==> src/rtl/adder_pkg.sv <==
// Shared types and elaboration helpers for the digit-serial adder family.
package adder_pkg;

   typedef enum logic [1:0] {
      IDLE = 2'd0,
      BUSY = 2'd1,
      DONE = 2'd2
   } state_t;

   function automatic int calc_chunks(input int width, input int chunk);
      return width / chunk;
   endfunction

   // A counter needs at least one bit even when there is a single chunk.
   function automatic int cnt_width(input int n_chunks);
      return (n_chunks > 1) ? $clog2(n_chunks) : 1;
   endfunction

endpackage

==> src/rtl/full_adder_1bit.sv <==
// Single-bit full adder cell used to build the chunk ripple chain.
module full_adder_1bit (
   input  logic i_a,
   input  logic i_b,
   input  logic i_c,
   output logic o_s,
   output logic o_c
);

   assign o_s = i_a ^ i_b ^ i_c;
   assign o_c = (i_a & i_b) | (i_c & (i_a ^ i_b));

endmodule

==> src/rtl/ripple_adder_chunk.sv <==
// CHUNK-bit combinational ripple adder; also exposes the carry into its MSB
// so the parent can form two's-complement overflow on the final chunk.
module ripple_adder_chunk #(
   parameter int CHUNK = 4
) (
   input  logic [CHUNK-1:0] i_a,
   input  logic [CHUNK-1:0] i_b,
   input  logic             i_cin,
   output logic [CHUNK-1:0] o_sum,
   output logic             o_cout,
   output logic             o_c_msb
);

   logic [CHUNK:0] w_c;

   assign w_c[0] = i_cin;

   for (genvar k = 0; k < CHUNK; k++) begin : g_fa
      full_adder_1bit u_fa (
         .i_a (i_a[k]),
         .i_b (i_b[k]),
         .i_c (w_c[k]),
         .o_s (o_sum[k]),
         .o_c (w_c[k+1])
      );
   end

   assign o_cout  = w_c[CHUNK];
   assign o_c_msb = w_c[CHUNK-1];

endmodule

==> src/rtl/digit_serial_adder.sv <==
// Handshaked adder/subtractor processing CHUNK bits per clock, LSB chunk first,
// with the inter-chunk carry held in a flop.
module digit_serial_adder
   import adder_pkg::*;
#(
   parameter int WIDTH = 16,
   parameter int CHUNK = 4
) (
   input  logic             i_clk,
   input  logic             i_rst_n,
   input  logic             i_in_valid,
   output logic             o_in_ready,
   input  logic [WIDTH-1:0] i_a,
   input  logic [WIDTH-1:0] i_b,
   input  logic             i_carry_in,
   input  logic             i_sub,
   output logic             o_out_valid,
   input  logic             i_out_ready,
   output logic [WIDTH-1:0] o_sum,
   output logic             o_carry_out,
   output logic             o_overflow
);

   localparam int             N    = calc_chunks(WIDTH, CHUNK);
   localparam int             CW   = cnt_width(N);
   localparam logic [CW-1:0]  LAST = CW'(N - 1);

   if ((CHUNK < 1) || (CHUNK > WIDTH) || ((WIDTH % CHUNK) != 0)) begin : g_bad_params
      $error("digit_serial_adder: WIDTH must be a non-zero multiple of CHUNK");
   end

   state_t            r_state;
   state_t            w_next;
   logic [CW-1:0]     r_cnt;
   logic [WIDTH-1:0]  r_a;
   logic [WIDTH-1:0]  r_b;
   logic [WIDTH-1:0]  r_sum;
   logic              r_carry;
   logic              r_cout;
   logic              r_ovf;
   logic              r_in_ready;
   logic              r_out_valid;
   logic [CHUNK-1:0]  w_csum;
   logic              w_cout;
   logic              w_c_msb;
   logic [WIDTH-1:0]  w_top;
   logic              w_last;

   ripple_adder_chunk #(.CHUNK(CHUNK)) u_chunk (
      .i_a     (r_a[CHUNK-1:0]),
      .i_b     (r_b[CHUNK-1:0]),
      .i_cin   (r_carry),
      .o_sum   (w_csum),
      .o_cout  (w_cout),
      .o_c_msb (w_c_msb)
   );

   // Operands shift down so the active chunk is always at bit 0; results enter at the top.
   assign w_top  = WIDTH'(w_csum) << (WIDTH - CHUNK);
   assign w_last = (r_cnt == LAST);

   // Next-state decode.
   always_comb begin
      w_next = r_state;
      case (r_state)
         IDLE: begin
            if (i_in_valid) w_next = BUSY;
            else            w_next = IDLE;
         end
         BUSY: begin
            if (w_last) w_next = DONE;
            else        w_next = BUSY;
         end
         DONE: begin
            if (i_out_ready) w_next = IDLE;
            else             w_next = DONE;
         end
         default: w_next = IDLE;
      endcase
   end

   // State register with registered handshake outputs.
   always_ff @(posedge i_clk) begin
      if (!i_rst_n) begin
         r_state     <= IDLE;
         r_in_ready  <= 1'b1;
         r_out_valid <= 1'b0;
      end else begin
         r_state     <= w_next;
         r_in_ready  <= (w_next == IDLE);
         r_out_valid <= (w_next == DONE);
      end
   end

   // Operand capture, per-chunk accumulation and final flag capture.
   always_ff @(posedge i_clk) begin
      if (!i_rst_n) begin
         r_cnt   <= '0;
         r_a     <= '0;
         r_b     <= '0;
         r_sum   <= '0;
         r_carry <= 1'b0;
         r_cout  <= 1'b0;
         r_ovf   <= 1'b0;
      end else begin
         case (r_state)
            IDLE: begin
               if (i_in_valid) begin
                  r_a     <= i_a;
                  r_b     <= i_sub ? ~i_b : i_b;
                  r_carry <= i_sub ? ~i_carry_in : i_carry_in;
                  r_cnt   <= '0;
               end
            end
            BUSY: begin
               r_a     <= r_a >> CHUNK;
               r_b     <= r_b >> CHUNK;
               r_sum   <= (r_sum >> CHUNK) | w_top;
               r_carry <= w_cout;
               r_cnt   <= r_cnt + CW'(1);
               if (w_last) begin
                  r_cout <= w_cout;
                  r_ovf  <= w_c_msb ^ w_cout;
               end
            end
            default: begin
               r_cnt <= r_cnt;
            end
         endcase
      end
   end

   assign o_in_ready  = r_in_ready;
   assign o_out_valid = r_out_valid;
   assign o_sum       = r_sum;
   assign o_carry_out = r_cout;
   assign o_overflow  = r_ovf;

endmodule

==> config.mk <==
export PLATFORM = sky130hd
export DESIGN_NAME = digit_serial_adder
export DESIGN_NICKNAME = d
export VERILOG_FILES = /design/src/rtl/adder_pkg.sv /design/src/rtl/full_adder_1bit.sv /design/src/rtl/ripple_adder_chunk.sv /design/src/rtl/digit_serial_adder.sv
export SDC_FILE = /design/constraint.sdc
export NUM_CORES = 1
export LEC_CHECK = 0
export ABC_AREA = 1
export BUFFER_PORTS_ARGS = -buffer_cell sky130_fd_sc_hd__buf_2
export CAP_MARGIN = 20
export CELL_PAD_IN_SITES_DETAIL_PLACEMENT = 1
export CELL_PAD_IN_SITES_GLOBAL_PLACEMENT = 2
export CORE_ASPECT_RATIO = 1.2
export CORE_MARGIN = 2
export CORE_UTILIZATION = 31
export CTS_CLUSTER_SIZE = 28
export DETAILED_ROUTE_END_ITERATION = 8
export MAX_ROUTING_LAYER = met4
export PLACE_DENSITY = 0.88
export SYNTH_ARGS = -nofsm -noshare
export SYNTH_HDL_FRONTEND = slang
export SYNTH_SLANG_ARGS = --single-unit
==> constraint.sdc <==
create_clock -name i_clk -period 2.9 [get_ports i_clk]
set_input_delay 0.435 -clock i_clk [delete_from_list [all_inputs] [get_ports i_clk]]
set_output_delay 0.435 -clock i_clk [all_outputs]
set_load 0.01 [all_outputs]
==> results of run 1 <==
## sequential cells by signal (all words and copies together), names as in the netlist
register     count
o_carry_out      1
o_in_ready       1
o_out_valid      1
o_overflow       1
o_sum           16
r_a             16
r_b             16
r_carry          1
r_cnt            2
r_state          2
## worst max path at each step
stage | startpoint | endpoint | slack [ps] | depth (start not counted)
6_report | r_carry$_SDFFE_PN0P_ | o_overflow$_SDFFE_PN0P_ | 790 | 11
5_1_grt | r_carry$_SDFFE_PN0P_ | o_overflow$_SDFFE_PN0P_ | 560 | 11
4_1_cts | r_carry$_SDFFE_PN0P_ | o_overflow$_SDFFE_PN0P_ | 790 | 11
3_5_place_dp | r_carry$_SDFFE_PN0P_ | o_overflow$_SDFFE_PN0P_ | 800 | 11
3_3_place_gp | r_carry$_SDFFE_PN0P_ | o_sum[15]$_SDFFE_PN0P_ | 870 | 8
2_1_floorplan | r_carry$_SDFFE_PN0P_ | o_sum[15]$_SDFFE_PN0P_ | 910 | 8
## stage by stage
stage	cells	hold slack [ps]	total power, mW	utilization, %	cell area (um2)
detailed placement	557	456	1.18	35.4	3010
CTS	573	338	2.05	38.0	3240
global placement	557	449	1.17	35.4	3010
floorplan	403	428	1.10	-	2700
global route	573	351	2.13	38.0	3240
finish	573	351	2.02	38.0	3240
## Yosys cell counts, drive strengths merged
| library cell | count | area share [%] |
|---|---|---|
| nor2 | 56 | 8.1 |
| nand3b | 1 | 0.28 |
| dfxtp | 57 | 42 |
| clkbuf | 5 | 0.69 |
| inv | 43 | 6.1 |
| ha | 1 | 0.46 |
| o21ai | 33 | 6.5 |
| fa | 4 | 3.0 |
| xor2 | 4 | 1.3 |
| nand3 | 14 | 2.6 |
| a21oi | 16 | 3.0 |
| buf | 17 | 4.4 |
| nand2 | 152 | 21 |
## per-layer routing
| layer | global-route usage (%) | routed length (um) |
|---|---|---|
| met1 | 19.1 | 3050 |
| met2 | 25.2 | 3240 |
| met3 | 3.26 | 215 |
| met4 | 5.76 | 109 |
| met5 | - | 0 |
## kinds of logic (layout without fill, tap and decap cells)
group           Yosys count  after routing
xor+xnor                  4              4
buf+inv                  65            118
simple gates            223            223
compound gates           49             49
fa+ha+maj                 5              5
flops                    57             57
## tightest hold or removal path: cells and delay by family
family | cells | cell delay, ps
simple gates | 1 | 60
compound gates | 1 | 50
buf+inv | 1 | 90
## power by group
| part | internal (mW) | total (mW) | leakage [nW] | switching, mW |
|---|---|---|---|---|
| clock | 0.528 | 0.861 | 0.115 | 0.333 |
| sequential | 0.842 | 0.877 | 0.469 | 0.0341 |
| combinational | 0.105 | 0.282 | 1.11 | 0.177 |
## layout make-up
cell class	count	area, um2
Fill cell	1192	5280
Tap cell	117	146
Inverter	43	164
Sequential cell	57	1140
Multi-Input combinational cell	281	1260
Clock buffer	11	151
Timing Repair Buffer	59	300
Clock inverter	5	77.6
==> metrics.csv, run 1 <==
stage,metric,value,unit
placement,preCtsSetupSlack,800,ps
pwr,powerDensity,623,nW/um2
cells_and_area,mostFrequentLayoutCells,"nand2_1 (151), buf_2 (57), dfxtp_1 (57)",
sta,worst_pin_slew,817,ps
setup_path,worstReg2RegStart,r_carry$_SDFFE_PN0P_,
yosys,synth_xor_area_share,1.30,%
sta,clock_skew,7.74,ps
global_route,gr-total-overflow,0,
sta,relSlewSlack,45.5,%
yosys,yosysWarnings,0,
yosys,ys_seq_area_share,42.2,%
hold_path,whs_path_depth,3,
yosys,synth-compound-area-share,9.49,%
yosys,syn_area,2700,um2
setup_path,cp.required,3130,ps
detailed_routing,route.detailed.drc,0,
cts,holdBufCountCts,0,
sta,drv_slew,0,
cts,cts_root_buf,clkbuf_8,
sta,period_needed,2110,ps
yosys,synth_top_family_by_area,simple AND/OR/NAND/NOR gates,
setup_path,cp_max_fo,3,
floorplanning,core,8520,um2
cts,tritoncts,built,
cts,cts_setup_buffers,0,
cts,clk_pin_slew,70,ps
sta,finalHoldViolations,0,
global_route,grt_pass1_wl,11400,um
cts,clkLatencyLatePin,340,ps
floorplanning,die_y,106,um
sta,max_freq,475,MHz
cells_and_area,final_nets,494,
floorplanning,die_x,89.3,um
placement,portBuffers,57,
setup_path,cp_top_family,adder cells,
setup_path,arrival,2330,ps
sta,rsz0062_at_grt,no,
setup_path,cp-end-kind,flop,
setup_path,cpPeakStageDelay,380,ps
setup_path,regToRegEndpoint,o_overflow$_SDFFE_PN0P_,
placement,hpwl,4690,um
cells_and_area,drive_gt1_share,18.2,%
hold_path,min-delay-start,i_a[14],
sta,min_period_over_period,72.6,%
cells_and_area,final_common_cell,nand2_1,
setup_path,cp-start-kind,flop,
yosys,ys_ff_latch,57,
global_route,grt_max_degree,46,
detailed_routing,vias_per_cell,4.33,
floorplanning,die_area,9490,um2
status,status,"complete, no violations",
floorplanning,io_pins,58,
detailed_routing,antenna_left,0,
yosys,syn_area_per_cell,6.71,um2
placement,place.gp.congestion,0.756,
yosys,synthCells,403,
detailed_routing,drtPass1Iterations,4,
pwr,p_leak,1.69,nW
cells_and_area,n_antenna_cell,0,
cts,cts_buffers,9,
cells_and_area,area.growth.synth_to_final,19.9,%
detailed_routing,drtIter0Drc,69,
run,maxCapViolCount,0,
global_route,grt_pass1_vias,2506,
setup_path,path_class,reg -> reg,
yosys,synth_cell_types,22,
setup_path,reg2reg_depth,11,
hold_path,hold_path_class,in -> reg,
yosys,postSynthNetCount,446,
pwr,max-vdd-ir-drop,193,uV
detailed_routing,num_vias,2481,
setup_path,path_cells,fa_1 -> inv_1 -> fa_1 -> inv_1 -> fa_1 -> inv_1 -> fa_1 -> inv_1 -> nand2_1 -> a21oi_1 -> nor2_1,
global_route,track_usage,15.7,%
detailed_routing,avgRoutedWirePerCell,11.5,um
yosys,synth-adder-area-share,3.42,%
sta,fin_ws,794,ps
cts,clock-sinks,57,
cts,clk_path_buf_depth,2,
cts,cts_max_level,3,
cts,postCtsResizedCells,0,
yosys,synth-simple-area-share,32.4,%
hold_path,min_to,r_a[14]$_SDFFE_PN0P_,
detailed_routing,routed_wl,6610,um
sta,setup_viol,0,
setup_path,rrSetupSlack,790,ps
global_route,antenna_found_initial,0,
sta,tns,0,ps
floorplanning,std_cell_rows,37,
yosys,synth_mux_area_share,0,%
setup_path,critical_path_buf_inv_count,4,
floorplanning,start_util,31.7,%
setup_path,critPathSlowestCell,fa_1,
No activity file was read; power rests on OpenSTA's default activity.
==> run 2, diff against run 1 <==
ABC_AREA = 0   (was 1)
CORE_UTILIZATION = 29   (was 31)
PLACE_DENSITY = 0.8   (was 0.88)
clock period = 1.8 ns   (was 2.9 ns; I/O delays follow)
==> run 2 against run 1 <==
The run now ends with negative setup slack left. Synthesized cell count down 35%. Combinational power rose by 39%. Global-route usage shrank 1.2 points. Worst setup slack got worse by 1100 ps. Critical path type unchanged. Critical endpoint is now o_sum[15]$_SDFFE_PN0P_.
==> metrics.csv, run 2 <==
stage,metric,value,unit,change
cells_and_area,mostFrequentLayoutCells,"buf_2 (57), dfxtp_1 (54), nand2_1 (33)",,"was nand2_1 (151), buf_2 (57), dfxtp_1 (57)"
detailed_routing,routed_wl,5930,um,was 6610 um
sta,period_needed,2070,ps,was 2110 ps
setup_path,cp-start-kind,flop,,unchanged
floorplanning,std_cell_rows,36,,was 37
cts,tritoncts,built,,unchanged
yosys,synth_edf_count,0,,unchanged
cells_and_area,n_antenna_cell,0,,unchanged
setup_path,critPathSlowestCell,fa_2,,was fa_1
cts,holdBufCountCts,0,,unchanged
cts,cts_max_level,3,,unchanged
pwr,p_leak,1.30,nW,was 1.69 nW
sta,drv_slew,0,,unchanged
yosys,ys_ff_latch,57,,unchanged
sta,max_freq,484,MHz,was 475 MHz
placement,portBuffers,57,,unchanged
sta,finalHoldViolations,0,,unchanged
cells_and_area,num-fill-cells,985,,"was 1,192"
cts,clkLatencyLatePin,340,ps,about the same
floorplanning,start_util,30.0,%,was 31.7%
pwr,powerDensity,1030,nW/um2,was 623 nW/um2
setup_path,path_class,reg -> reg,,unchanged
status,status,finished with violations,,"was complete, no violations"
setup_path,path_cells,fa_2 -> inv_2 -> fa_2 -> inv_2 -> fa_2 -> inv_2 -> fa_2 -> a211oi_2,,was fa_1 -> inv_1 -> fa_1 -> inv_1 -> fa_1 -> inv_1 -> fa_1 -> inv_1 -> nand2_1 -> a21oi_1 -> nor2_1
yosys,synth.most_common_cell,dfxtp_1,,was nand2_1
cells_and_area,multiInputGateArea,1200,um2,was 1260 um2
setup_path,path_common_cell,fa_2,,
yosys,synthCells,261,,was 403
run,maxCapViolCount,0,,unchanged
sta,relSlewSlack,62.0,%,was 45.5%
global_route,gr-total-overflow,0,,unchanged
cells_and_area,final_nets,366,,was 494
sta,clock_skew,4.16,ps,was 7.74 ps
setup_path,arrival,2330,ps,about the same
cts,clock-sinks,57,,unchanged
global_route,antenna_found_initial,0,,unchanged
hold_path,whs_path_depth,2,,was 3
yosys,synthTopCellsByArea,"dfxtp_1 (46%), mux2i_1 (5.3%), nand2_1 (5.0%)",,"was dfxtp_1 (42%), nand2_1 (21%), nor2_1 (7.5%)"
sta,setup_viol,4,,was 0
global_route,grt_max_degree,26,,was 46
detailed_routing,avgRoutedWirePerCell,13.4,um,was 11.5 um
floorplanning,core,8200,um2,was 8520 um2
yosys,ys_seq_area_share,46.3,%,was 42.2%
yosys,synth_cell_types,34,,was 22
yosys,postSynthNetCount,304,,was 446
placement,hpwl,4310,um,was 4690 um
cts,cts_root_buf,clkbuf_8,,unchanged
sta,rsz0062_at_grt,yes,,was no
hold_path,hold_path_class,in -> reg,,unchanged
setup_path,cpPeakStageDelay,430,ps,was 380 ps
cells_and_area,final_common_cell,buf_2,,was nand2_1
yosys,post_synth_most_frequent_cells,"dfxtp_1 (57), nand2_1 (33), nor2_1 (30)",,"was nand2_1 (151), dfxtp_1 (57), nor2_1 (54)"
cts,cts_buffers,9,,unchanged
global_route,grt_pass1_wl,9960,um,"was 11,400 um"
sta,worst_pin_slew,569,ps,was 817 ps
yosys,yosysWarnings,0,,unchanged
yosys,syn_area_per_cell,9.43,um2,was 6.71 um2
cells_and_area,area.growth.synth_to_final,28.2,%,was 19.9%
yosys,yosys_most_used_dff,dfxtp_1,,unchanged
sta,tns,-842,ps,was 0 ps
detailed_routing,num_vias,2029,,"was 2,481"
yosys,syn_area,2460,um2,was 2700 um2
floorplanning,die_x,88.1,um,was 89.3 um
detailed_routing,drtIter0Drc,59,,was 69
placement,preCtsSetupSlack,-282,ps,was 800 ps
global_route,grt_pass1_vias,2110,,"was 2,506"
placement,place.gp.congestion,0.722,,was 0.756
floorplanning,die_y,105,um,was 106 um
sta,fin_ws,-268,ps,was 794 ps
cells_and_area,final-seq-area,1140,um2,about the same
detailed_routing,route.detailed.drc,0,,unchanged
floorplanning,io_pins,58,,unchanged
cells_and_area,drive_gt1_share,31.7,%,was 18.2%
floorplanning,die_area,9250,um2,was 9490 um2
yosys,synth_top_area_share,46.3,%,was 42.2%
status,violations,negative setup slack,,
detailed_routing,vias_per_cell,4.59,,was 4.33
setup_path,reg2reg_depth,8,,was 11
global_route,track_usage,14.5,%,was 15.7%
setup_path,cp-end-kind,flop,,unchanged
cts,clk_path_buf_depth,2,,unchanged
detailed_routing,drtPass1Iterations,4,,unchanged
yosys,yosys.area.top_type,dfxtp_1,,unchanged
yosys,async_flop_share,0,%,unchanged
sta,min_period_over_period,115,%,was 72.6%
cts,clk_pin_slew,70,ps,about the same
setup_path,cp_max_fo,2,,was 3
setup_path,cp.required,2060,ps,was 3130 ps
pwr,max-vdd-ir-drop,456,uV,was 193 uV
detailed_routing,antenna_left,0,,unchanged
==> run 2: final cells by class <==
cell class	count	area share, %
Sequential cell	57	36.3
Tap cell	114	4.52
Clock buffer	11	4.48
Timing Repair Buffer	70	12.5
Clock inverter	5	3.25
Multi-Input combinational cell	176	37.9
Inverter	9	1.07
==> run 2: metrics by stage <==
step	hold slack, ps	utilization [%]	cell area [um2]	instances	total power, mW
global placement	438	35.2	2890	425	1.79
detailed placement	446	35.2	2890	425	1.81
CTS	139	38.4	3150	442	3.31
finish	147	38.5	3160	442	3.26
global route	151	38.5	3160	442	3.43
floorplan	346	-	2480	261	1.67
==> run 2: critical path, delay by kind of cell (launching register included) <==
family | cells | cell delay (ps)
adder cells (fa/ha/maj) | 4 | 1320
flip-flops | 1 | 330
AO/OA/AOI/OAI | 1 | 180
buffers and inverters | 3 | 160
==> run 2: kinds of logic after synthesis <==
kind of cell | share of synthesized area, %
AO/OA/AOI/OAI | 18.2
XOR/XNOR | 6.40
adder cells (fa/ha/maj) | 3.76
buffers and inverters | 6.55
flip-flops | 46.3
multiplexers | 5.28
AND/OR/NAND/NOR | 13.4
==> run 2: path summary, 6_finish.rpt <==
path,start,to,slack (ps)
setup / recovery,r_carry$_SDFFE_PN0P_,o_sum[15]$_SDFFE_PN0P_,-270
hold / removal,i_rst_n,o_in_ready$_SDFF_PN1_,150
setup reg to reg,r_carry$_SDFFE_PN0P_,o_sum[15]$_SDFFE_PN0P_,-270
hold reg to reg,o_sum[0]$_SDFFE_PN0P_,o_sum[0]$_SDFFE_PN0P_,450
==> run 2: report_power, final <==
| group | internal [mW] | switching [mW] | total (mW) |
|---|---|---|---|
| clock | 0.955 | 0.524 | 1.48 |
| combinational | 0.182 | 0.210 | 0.392 |
| sequential | 1.34 | 0.0489 | 1.39 |
==> run 2: what timing repair did <==
item | in CTS | in global routing
endpoints found under the setup margin | 4 | 5
setup buffers | 1 | 0
pin swaps | 2 | 0
gates resized for setup | 3 | 2
==> run 2: metal layers <==
metal / vias to the layer above / GRT usage (%) / routed length [um]
li1: 1024 / - / -
met1: 950 / 17.1 / 2620
met2: 41 / 23.1 / 2970
met3: 14 / 2.69 / 191
met4: 0 / 7.47 / 150
met5: - / - / 0
